==> src/rtl/trace_writer.sv <==
// trace_writer: buffers (cmd, addr) records in a small FIFO and serializes each
// one as ASCII text: decimal cmd, one space, zero-padded lowercase hex address,
// then a line terminator. The output is a byte stream with a valid/ready handshake.
// Optional feature: define TRACE_CRLF_EN to end each record with CR LF instead of LF.
module trace_writer #(
    parameter int ADDR_WIDTH = 32,
    parameter int FIFO_DEPTH = 4
) (
    input  logic                  clk,
    input  logic                  rst_n,
    input  logic                  in_valid,
    output logic                  in_ready,
    input  logic [3:0]            in_cmd,
    input  logic [ADDR_WIDTH-1:0] in_addr,
    output logic                  out_valid,
    input  logic                  out_ready,
    output logic [7:0]            out_byte,
    output logic                  idle,
    output logic [15:0]           rec_count
);

    localparam int HEX_DIGITS = ADDR_WIDTH / 4;
    localparam int CNT_W      = (HEX_DIGITS > 1) ? $clog2(HEX_DIGITS) : 1;
    localparam int PTR_W      = $clog2(FIFO_DEPTH);
    localparam logic [CNT_W-1:0] CNT_LAST = CNT_W'(HEX_DIGITS - 1);

    typedef enum logic [2:0] {
        IDLE,
        CMD_HI,
        CMD_LO,
        SPACE,
        HEX,
`ifdef TRACE_CRLF_EN
        CR,
`endif
        LF
    } state_t;

    typedef struct packed {
        logic [3:0]            cmd;
        logic [ADDR_WIDTH-1:0] addr;
    } rec_t;

    // ------------------------------------------------------------------
    // Record FIFO: pointers carry one extra wrap bit to tell full from empty.
    // ------------------------------------------------------------------
    rec_t           mem [FIFO_DEPTH];
    logic [PTR_W:0] wr_ptr;
    logic [PTR_W:0] rd_ptr;
    logic           full;
    logic           empty;
    logic           push;
    logic           pop;
    rec_t           head;

    assign empty    = (wr_ptr == rd_ptr);
    assign full     = (wr_ptr[PTR_W] != rd_ptr[PTR_W]) &&
                      (wr_ptr[PTR_W-1:0] == rd_ptr[PTR_W-1:0]);
    assign in_ready = !full;
    assign push     = in_valid && in_ready;
    assign head     = mem[rd_ptr[PTR_W-1:0]];

    // Write the incoming record into the slot addressed by the write pointer.
    // NOTE: the storage array has no reset; equal pointers mark every slot as
    // don't-care, so clearing it would only add reset fan-out.
    always_ff @(posedge clk) begin
        if (push) begin
            mem[wr_ptr[PTR_W-1:0]] <= rec_t'{cmd: in_cmd, addr: in_addr};
        end
    end

    // Advance the FIFO pointers on push and pop independently.
    // NOTE: sequential state uses <= so every flop samples pre-edge values
    // regardless of the order the statements are written in.
    always_ff @(posedge clk or negedge rst_n) begin
        if (!rst_n) begin
            wr_ptr <= '0;
            rd_ptr <= '0;
        end else begin
            if (push) wr_ptr <= wr_ptr + (PTR_W+1)'(1);
            if (pop)  rd_ptr <= rd_ptr + (PTR_W+1)'(1);
        end
    end

    // ------------------------------------------------------------------
    // Serializer
    // ------------------------------------------------------------------
    state_t           state_q;
    state_t           state_d;
    state_t           start_state;
    rec_t             rec_q;
    logic [CNT_W-1:0] cnt_q;
    logic             hs;
    logic             load_cnt;
    logic             dec_cnt;
    logic             count_rec;
    logic [3:0]       cmd_digit;
    logic [3:0]       nib;
    logic [7:0]       hex_char;

    // A popped record starts with the tens digit only when it has one.
    assign start_state = (head.cmd >= 4'd10) ? CMD_HI : CMD_LO;
    assign hs          = out_valid && out_ready;
    assign idle        = empty && (state_q == IDLE);

    // Units digit of the command and ASCII of the currently addressed nibble.
    assign cmd_digit = (rec_q.cmd >= 4'd10) ? (rec_q.cmd - 4'd10) : rec_q.cmd;
    assign nib       = 4'(rec_q.addr >> {cnt_q, 2'b00});
    assign hex_char  = (nib < 4'd10) ? (8'h30 + {4'h0, nib}) : (8'h57 + {4'h0, nib});

    // State, record register, nibble counter and completed-record counter.
    always_ff @(posedge clk or negedge rst_n) begin
        if (!rst_n) begin
            state_q   <= IDLE;
            rec_q     <= '0;
            cnt_q     <= '0;
            rec_count <= '0;
        end else begin
            state_q <= state_d;
            if (pop)       rec_q     <= head;
            if (load_cnt)  cnt_q     <= CNT_LAST;
            else if (dec_cnt) cnt_q  <= cnt_q - CNT_W'(1);
            if (count_rec) rec_count <= rec_count + 16'd1;
        end
    end

    // Next-state, output byte and side-effect strobes for the serializer.
    always_comb begin
        // NOTE: every variable gets a default before the case so no branch can
        // leave it unassigned and infer a latch.
        state_d   = state_q;
        pop       = 1'b0;
        load_cnt  = 1'b0;
        dec_cnt   = 1'b0;
        count_rec = 1'b0;
        out_valid = (state_q != IDLE);
        out_byte  = 8'h00;
        case (state_q)
            IDLE: begin
                if (!empty) begin
                    pop     = 1'b1;
                    state_d = start_state;
                end
            end
            CMD_HI: begin
                out_byte = 8'h31;
                if (hs) state_d = CMD_LO;
            end
            CMD_LO: begin
                out_byte = 8'h30 + {4'h0, cmd_digit};
                if (hs) state_d = SPACE;
            end
            SPACE: begin
                out_byte = 8'h20;
                if (hs) begin
                    load_cnt = 1'b1;
                    state_d  = HEX;
                end
            end
            HEX: begin
                out_byte = hex_char;
                if (hs) begin
                    dec_cnt = 1'b1;
                    if (cnt_q == '0) begin
`ifdef TRACE_CRLF_EN
                        state_d = CR;
`else
                        state_d = LF;
`endif
                    end
                end
            end
`ifdef TRACE_CRLF_EN
            CR: begin
                out_byte = 8'h0D;
                if (hs) state_d = LF;
            end
`endif
            LF: begin
                out_byte = 8'h0A;
                if (hs) begin
                    count_rec = 1'b1;
                    // Chain straight into the next record to avoid a bubble.
                    if (!empty) begin
                        pop     = 1'b1;
                        state_d = start_state;
                    end else begin
                        state_d = IDLE;
                    end
                end
            end
            default: begin
                out_valid = 1'b0;
                state_d   = IDLE;
            end
        endcase
    end

endmodule

==> config.mk <==
export PLATFORM = sky130hd
export DESIGN_NAME = trace_writer
export DESIGN_NICKNAME = d
export VERILOG_FILES = /design/src/rtl/trace_writer.sv
export SDC_FILE = /design/constraint.sdc
export NUM_CORES = 1
export LEC_CHECK = 0
export BUFFER_PORTS_ARGS = -buffer_cell sky130_fd_sc_hd__buf_4
export CORE_AREA = 2 2 141 143
export CTS_BUF_LIST = sky130_fd_sc_hd__clkbuf_8
export CTS_CLUSTER_SIZE = 28
export DETAILED_ROUTE_END_ITERATION = 10
export DIE_AREA = 0 0 143 145
export GPL_TIMING_DRIVEN = 0
export PLACE_DENSITY_LB_ADDON = 0.05
export SLEW_MARGIN = 40
export SYNTH_ARGS = -nofsm -noshare
export SYNTH_HDL_FRONTEND = slang
export SYNTH_SLANG_ARGS = --single-unit
==> constraint.sdc <==
create_clock -name clk -period 2.9 [get_ports clk]
set_input_delay 0 -clock clk [delete_from_list [all_inputs] [get_ports clk]]
set_output_delay 0 -clock clk [all_outputs]
set_load 0.05 [all_outputs]
==> results of run 1 <==
[layout by cell type, fill, tap and decap left out, types with 4 or more instances in the layout]
cell,netlist,final
a21oi_1,5,5
and3_4,0,4
buf_2,9,9
buf_4,3,75
clkbuf_1,7,6
clkbuf_8,0,44
clkinv_2,0,4
dfrtp_1,64,64
dlygate4sd3_1,0,39
edfxtp_1,144,144
ha_1,10,9
inv_1,10,22
mux2_2,38,38
mux2i_4,2,4
mux4_2,39,42
nand2_1,20,20
nand3_1,9,9
nor2_1,13,13
o21ai_0,11,11
xnor2_1,17,17
xor2_1,8,8
[metal layers]
metal / global-route usage / vias to the layer above / part of all wire
met5: 0 / - / 0
met4: 0.0540 / 0 / 0.019
met3: 0.0386 / 28 / 0.053
met2: 0.267 / 130 / 0.48
met1: 0.233 / 2371 / 0.45
li1: - / 2099 / -
[flip-flops by register name, indices dropped and copies added, names as in the netlist]
| register | count |
|---|---|
| cnt_q | 3 |
| rec_count | 16 |
| state_q | 3 |
| rd_ptr | 3 |
| mem | 144 |
| wr_ptr | 3 |
| rec_q | 36 |
[timing repair]
item	CTS	global route
pin swaps	0	3
endpoints found under the hold margin	228	0
resized for setup	6	7
setup endpoints to repair	3	2
setup buffers	5	4
hold buffers	39	0
[worst max-delay path, cell delays in order (launching register included)]
cell and delay [ns]:
dfrtp_1 0.40, buf_6 0.16, mux4_2 0.55, mux2i_4 0.22, ha_4 0.17, inv_2 0.04
nor2_4 0.07, mux2_4 0.32, o22ai_4 0.18, buf_6 0.18
[worst paths after layout]
path / startpoint / endpoint / depth (start not counted)
setup / recovery: cnt_q[0] / out_byte[2] / 9
min in group clk: in_addr[5] / mem[0][5] / 2
hold / removal: rst_n / wr_ptr[0] / 2
setup reg to reg: rd_ptr[1] / rec_q[25] / 4
max in group asynchronous: rst_n / rec_count[13] / 2
hold reg to reg: rec_count[15] / rec_count[15] / 1
[cell families after synthesis]
logic type      Yosys count  share of synthesized area
compound gates           30                     0.0226
xor+xnor                 25                     0.0258
fa+ha+maj                10                     0.0148
buf+inv                  31                     0.0173
flops                   208                      0.699
mux                      88                      0.181
other cells               1                   0.000443
simple gates             67                     0.0390
[power groups by stage]
stage          registers [mW]  logic [mW]  clock network (mW)
3_5_place_dp             4.42        3.92                   0
2_1_floorplan            4.36        2.76                   0
5_1_grt                  4.45        4.41                2.73
6_report                 4.37        4.08                2.50
3_3_place_gp             4.43        3.73                   0
4_1_cts                  4.37        4.04                2.60
[through the flow]
step	hold slack, ns	setup TNS, ns	instances
CTS	0.156	0	903
detailed placement	0.162	0	794
global placement	0.144	-36.19	790
finish	0.0440	0	907
floorplan	-0.296	0	460
global route	0.0980	-0.0140	907
[area by class of cell]
cell class              count  area share
plain buffers              21      0.0104
clock buffers              44      0.0571
clock inverters            21     0.00838
inverters                  10     0.00354
multi-input cells         221       0.232
flip-flops and latches    208       0.559
well taps                 265      0.0313
repair buffers            117      0.0982
==> metrics.md, run 1 <==
| Metric | Value |
|---|---|
| Status | `finished clean` |
| Number of clock sinks | `208` |
| First-pass GRT wire length | `26.6 mm` |
| Mapped Nets | `between 500 and 600` |
| DIE HEIGHT | `roughly 150 µm` |
| Final worst setup slack | `~0.10 ns` |
| Sw frac | `0.332` |
| FF+latch count, synth | `208` |
| Final hold vios | `0` |
| Most common flop cell mapped by yosys | `edfxtp_1` |
| Internal Pwr Total | `7.32 mW` |
| Fillers | `between 1500 and 2000` |
| CP Capture Type | `primary output` |
| Die width | `between 100 and 150 µm` |
| Reg power frac | `0.399` |
| CTS Buffer Depth | `3` |
| CP Class | `register to primary output` |
| Post-DP HPWL | `roughly 10 mm` |
| Total global-route track usage | `0.169` |
| CP Launch Type | `register` |
| Post-Place Setup Slack | `0.309 ns` |
| Switch Pwr | `3.64 mW` |
| Detailed Routing Iterations Pass 1 | `6` |
| Reg2Reg Setup Slack | `0.49 ns` |
| Max-cap violations | `0` |
| EDFF count, synth | `approximately 140` |
| Max Fclk | `about 360 MHz` |
| Finished Cell Area | `~11000 µm²` |
| Crit path time final | `2.80 ns` |
| CORE AREA | `19200 µm²` |
| Rows | `51` |
| Crit path DAT | `between 2 and 3 ns` |
| Worst Hold Class | `primary input to asynchronous set/reset pin` |
| Routed len/inst | `~19 µm` |
| Multi-input gate area | `about 2500 µm²` |
| Top-area cell type share of the netlist area | `0.510` |
| Synth area leader | `edfxtp_1` |
| Slew Viols, Final | `0` |
| Slew HR | `0.510` |
| Reg area | `5930 µm²` |
| Mapped Cells | `between 400 and 500` |
| Max IR drop VDD | `around 0.4 mV` |
| H-tree depth | `2` |
| Vias | `4628` |
| PD cells | `between 1000 and 1500 nW/µm²` |
| Period utilization | `0.964` |
| Synth warn | `0` |
| CTS buffer count | `36` |
| PortBufs | `between 60 and 70` |
| Clk_lat worst skew | `between 0.5 and 0.6 ns` |
| I/O pin count | `67` |
| Pin count of the biggest net entering global routing | `65` |
| Clock Skews | `about 0.025 ns` |
| Post-route DRC violation count | `0` |
| Area after DPL | `around 9400 µm²` |
| Most instantiated cells after synthesis | `144 x edfxtp_1, 64 x dfrtp_1, 39 x mux4_2` |
| Sequential-to-total area share from yosys stat | `0.699` |
| Die footprint | `20700 µm²` |
| Mapped Area | `between 8000 and 9000 µm²` |
| Total design power | `around 11 mW` |
| Routed Antenna Nets | `0` |
| Leakage power | `4.02 nW` |
| Congestion Overflow GR | `0` |
| Clock power share | `0.228` |
| Starting Density | `0.441` |
| Via density | `between 5 and 6` |
| Worst-margin pin slew | `roughly 0.74 ns` |
| Initial antenna violation count | `0` |
| Layout Utilization | `0.552` |
| Final setup viols | `0` |
| Share of layout cells above drive strength 1 | `0.366` |
| Avg Inst Size Synth | `approximately 18 µm²` |
| CP max FO | `7` |
| Vias in the first global route | `slightly below 5000` |
| Synth-to-layout area growth | `25.1%` |
| Comb pwr share | `0.372` |
| Clock transition at path regs | `0.06 ns` |
| Final nets | `around 670` |
| WL final | `~17 mm` |
| Ant. Diodes | `0` |
| GPL Wtd Cong | `0.819` |
| CTS tree | `built` |
| Synth top area cells | `edfxtp_1 51%, dfrtp_1 19%, mux4_2 10%` |
| Worst EP required | `2.90 ns` |
| Number of DRC markers in iteration 0 | `about 190` |
| Post-synth ARST share | `0.308` |
| Post-synthesis cell type count | `46` |
| Most common cell in the netlist | `edfxtp_1` |
| CTS root buf | `clkbuf_8` |
Power figures use the tool's default switching activity.
==> run 2, diff against run 1 <==
- BUFFER_PORTS_ARGS: -buffer_cell sky130_fd_sc_hd__buf_4 -> -buffer_cell sky130_fd_sc_hd__buf_2
- CORE_AREA: 2 2 141 143 -> 2 2 172 174
- DIE_AREA: 0 0 143 145 -> 0 0 174 176
==> run 2 against run 1 <==
- die area up 48%
- clock power up 7%
- combinational power barely moved
- routed wire length grew 8.2%
- final cell count grew 14%
- cell area increased by 0.80%
- via count is 0.28% higher
- clock skew decreased by 0.011 ns
- sequential share of layout area is 0.45 points lower
- critical endpoint unchanged
- highest routed layer unchanged
==> metrics.md, run 2 (synthesis gave the netlist of run 1 again) <==
| Metric | Value |
|---|---|
| I/O pin count | `67 (unchanged)` |
| CTS tree | `built` |
| Number of DRC markers in iteration 0 | `200 (+5.8%)` |
| Leakage power | `4.03 nW (+0.17%)` |
| CP Class | `register to primary output` |
| Total design power | `11.1 mW (+1.5%)` |
| Via density | `4.48 (-12%)` |
| Routed len/inst | `17.8 µm (-5.4%)` |
| Status | `finished clean` |
| Max-cap violations | `0 (unchanged)` |
| Number of clock sinks | `208 (unchanged)` |
| Clock transition at path regs | `0.06 ns (about the same)` |
| Largest register FFs | `144 (unchanged)` |
| Slew Viols, Final | `0 (unchanged)` |
| H-tree depth | `2 (unchanged)` |
| Max IR drop VDD | `0.301 mV (-22%)` |
| Initial antenna violation count | `0 (unchanged)` |
| Comb pwr share | `0.366 (-0.006)` |
| Reg2Reg Setup Slack | `0.45 ns (-0.04 ns)` |
| Final hold vios | `0 (unchanged)` |
| Most frequent cells in the layout | `144 x edfxtp_1, 71 x buf_2, 64 x dfrtp_1, 44 x clkbuf_8, 43 x mux4_2` |
| Period utilization | `0.959 (-0.00473)` |
| Crit path time final | `2.78 ns (-0.0137 ns)` |
| Ant. Diodes | `0 (unchanged)` |
| Sw frac | `0.336 (+0.00446)` |
| Pin count of the biggest net entering global routing | `35 (-46%)` |
| Reg power frac | `0.393 (-0.006)` |
| Hold worst-path end | `mem[2][5]` |
| Slew HR | `0.460 (-0.0494)` |
| Clock power share | `0.241 (+0.013)` |
| Crit-path most repeated cell | `buf_6` |
| Switch Pwr | `3.74 mW (+2.8%)` |
| Commonest non-fill, non-tap cell in the layout | `edfxtp_1` |
| First-pass GRT wire length | `28.7 mm (+7.8%)` |
| Die footprint | `30600 µm² (+48%)` |
| Die width | `174 µm (+22%)` |
| Routed Antenna Nets | `0 (unchanged)` |
| Busiest grt layer | `met2` |
| Slowest CP cell | `mux4_2` |
| CORE AREA | `28500 µm² (+49%)` |
| Final nets | `672 (+1.1%)` |
| Post-DP HPWL | `12.1 mm (+15%)` |
| CTS Buffer Depth | `3 (unchanged)` |
| CP Launch Type | `register` |
| Crit path DAT | `2.78 ns (-0.02 ns)` |
| GR Layer Usage met3 | `0.0269 (-0.0117)` |
| WL final | `18.4 mm (+8.2%)` |
| PD cells | `1040 nW/µm² (+0.66%)` |
| PortBufs | `65 (unchanged)` |
| Synth-to-layout area growth | `26.1%` |
| DIE HEIGHT | `176 µm (+21%)` |
| Worst reg2reg path startpoint | `rd_ptr[1]` |
| Clk_lat worst skew | `0.52 ns (about the same)` |
| Congestion Overflow GR | `0 (unchanged)` |
| Worst EP required | `2.90 ns (about the same)` |
| Vias | `4641 (+0.28%)` |
| Total global-route track usage | `0.125 (-0.0444)` |
| CTS root buf | `clkbuf_8` |
| Rows | `62 (+22%)` |
| Share of layout cells above drive strength 1 | `0.369 (+0.00302)` |
| HP Start | `in_addr[5]` |
| Clock Skews | `0.0145 ns (-0.0108 ns)` |
| Hold path depth | `2` |
| Starting Density | `0.297 (-0.144)` |
| Setup TNS | `0 ns (unchanged)` |
| Internal Pwr Total | `7.38 mW (+0.79%)` |
| Worst-margin pin slew | `0.809 ns (+0.0740 ns)` |
| Final setup viols | `0 (unchanged)` |
| R2R Path End | `rec_q[27]` |
| GPL Wtd Cong | `0.751 (-8.3%)` |
| Cell chain of the critical path | `buf_6 -> mux4_2 -> mux2i_4 -> ha_2 -> inv_1 -> nor2_2 -> mux2_4 -> o22ai_4 -> buf_6` |
| CP max FO | `5 (-2)` |
| Detailed Routing Iterations Pass 1 | `4 (-2)` |
| CP Capture Type | `primary output` |
| Hold WS | `0.229 ns (+0.185 ns)` |
| Grt met2 use | `0.203 (-0.0644)` |
| Largest stage delay, worst path | `0.55 ns (about the same)` |
| GR Util met1 | `0.164 (-0.0689)` |
| CTS buffer count | `39 (+8.3%)` |
| Worst Hold Class | `primary input to register` |
| Post-route DRC violation count | `0 (unchanged)` |
| Vias in the first global route | `4917 (+1.3%)` |
| R2R cell count | `4 (unchanged)` |
| Fillers | `2790 (+81%)` |
| Max Fclk | `359 MHz (+0.49%)` |
==> run 2: power by group through the flow <==
stage	sequential (mW)	combinational (mW)	clock, mW
after global routing	4.46	4.44	2.93
after floorplan	4.36	2.76	0
final	4.37	4.07	2.68
after CTS	4.38	4.10	2.81
after global placement	4.44	3.80	0
after detailed placement	4.43	3.94	0
==> run 2: metal layers <==
metal,vias up,part of all wire
met4,0,0.023
met3,38,0.044
li1,2122,-
met1,2377,0.46
met2,104,0.47
met5,-,0
==> run 2: metrics by stage <==
stage | std cells | utilization | cell area [µm²] | setup slack, ns
3_3_place_gp | 909 | 0.325 | 9280 | -0.483
3_5_place_dp | 914 | 0.329 | 9410 | 0.167
5_1_grt | 1037 | 0.374 | 10700 | -0.00585
6_report | 1037 | 0.374 | 10700 | 0.118
2_1_floorplan | 460 | - | 8470 | 0.296
4_1_cts | 1033 | 0.373 | 10600 | 0.00813
==> run 2: repair_timing <==
item | 4_1_cts | 5_1_grt
setup endpoints to repair | 4 | 3
gates resized for setup | 12 | 2
hold endpoints to repair | 216 | 0
pin swaps | 0 | 1
buffers inserted | 6 | 4
hold buffers | 41 | 0
==> run 2: worst max path at each step <==
stage	start	to	slack [ns]
6_report	cnt_q[0]	out_byte[2]	0.12
4_1_cts	cnt_q[0]	out_byte[2]	0.008
3_5_place_dp	cnt_q[1]	out_byte[2]	0.17
3_3_place_gp	rd_ptr[0]	mem[3][20]	-0.48
5_1_grt	cnt_q[0]	out_byte[2]	-0.006
2_1_floorplan	rd_ptr[0]	mem[3][0]	0.30
==> run 2: worst max-delay path: cells and delay by family, from the launching register on <==
family	cells	cell delay, ns
flip-flops	1	0.37
buffers and inverters	3	0.36
multiplexers	3	1.06
AND/OR/NAND/NOR	1	0.09
adder cells (fa/ha/maj)	1	0.20
AO/OA/AOI/OAI	1	0.16
==> run 2: final cells by class <==
class,count,area (µm²),share of cell area
Buffer,21,113,0.0105
Clock buffer,44,606,0.0567
Clock inverter,28,146,0.0137
Inverter,10,37.5,0.00351
Multi-Input combinational cell,221,2440,0.228
Sequential cell,208,5930,0.555
Tap cell,384,480,0.0450
Timing Repair Buffer,121,936,0.0876
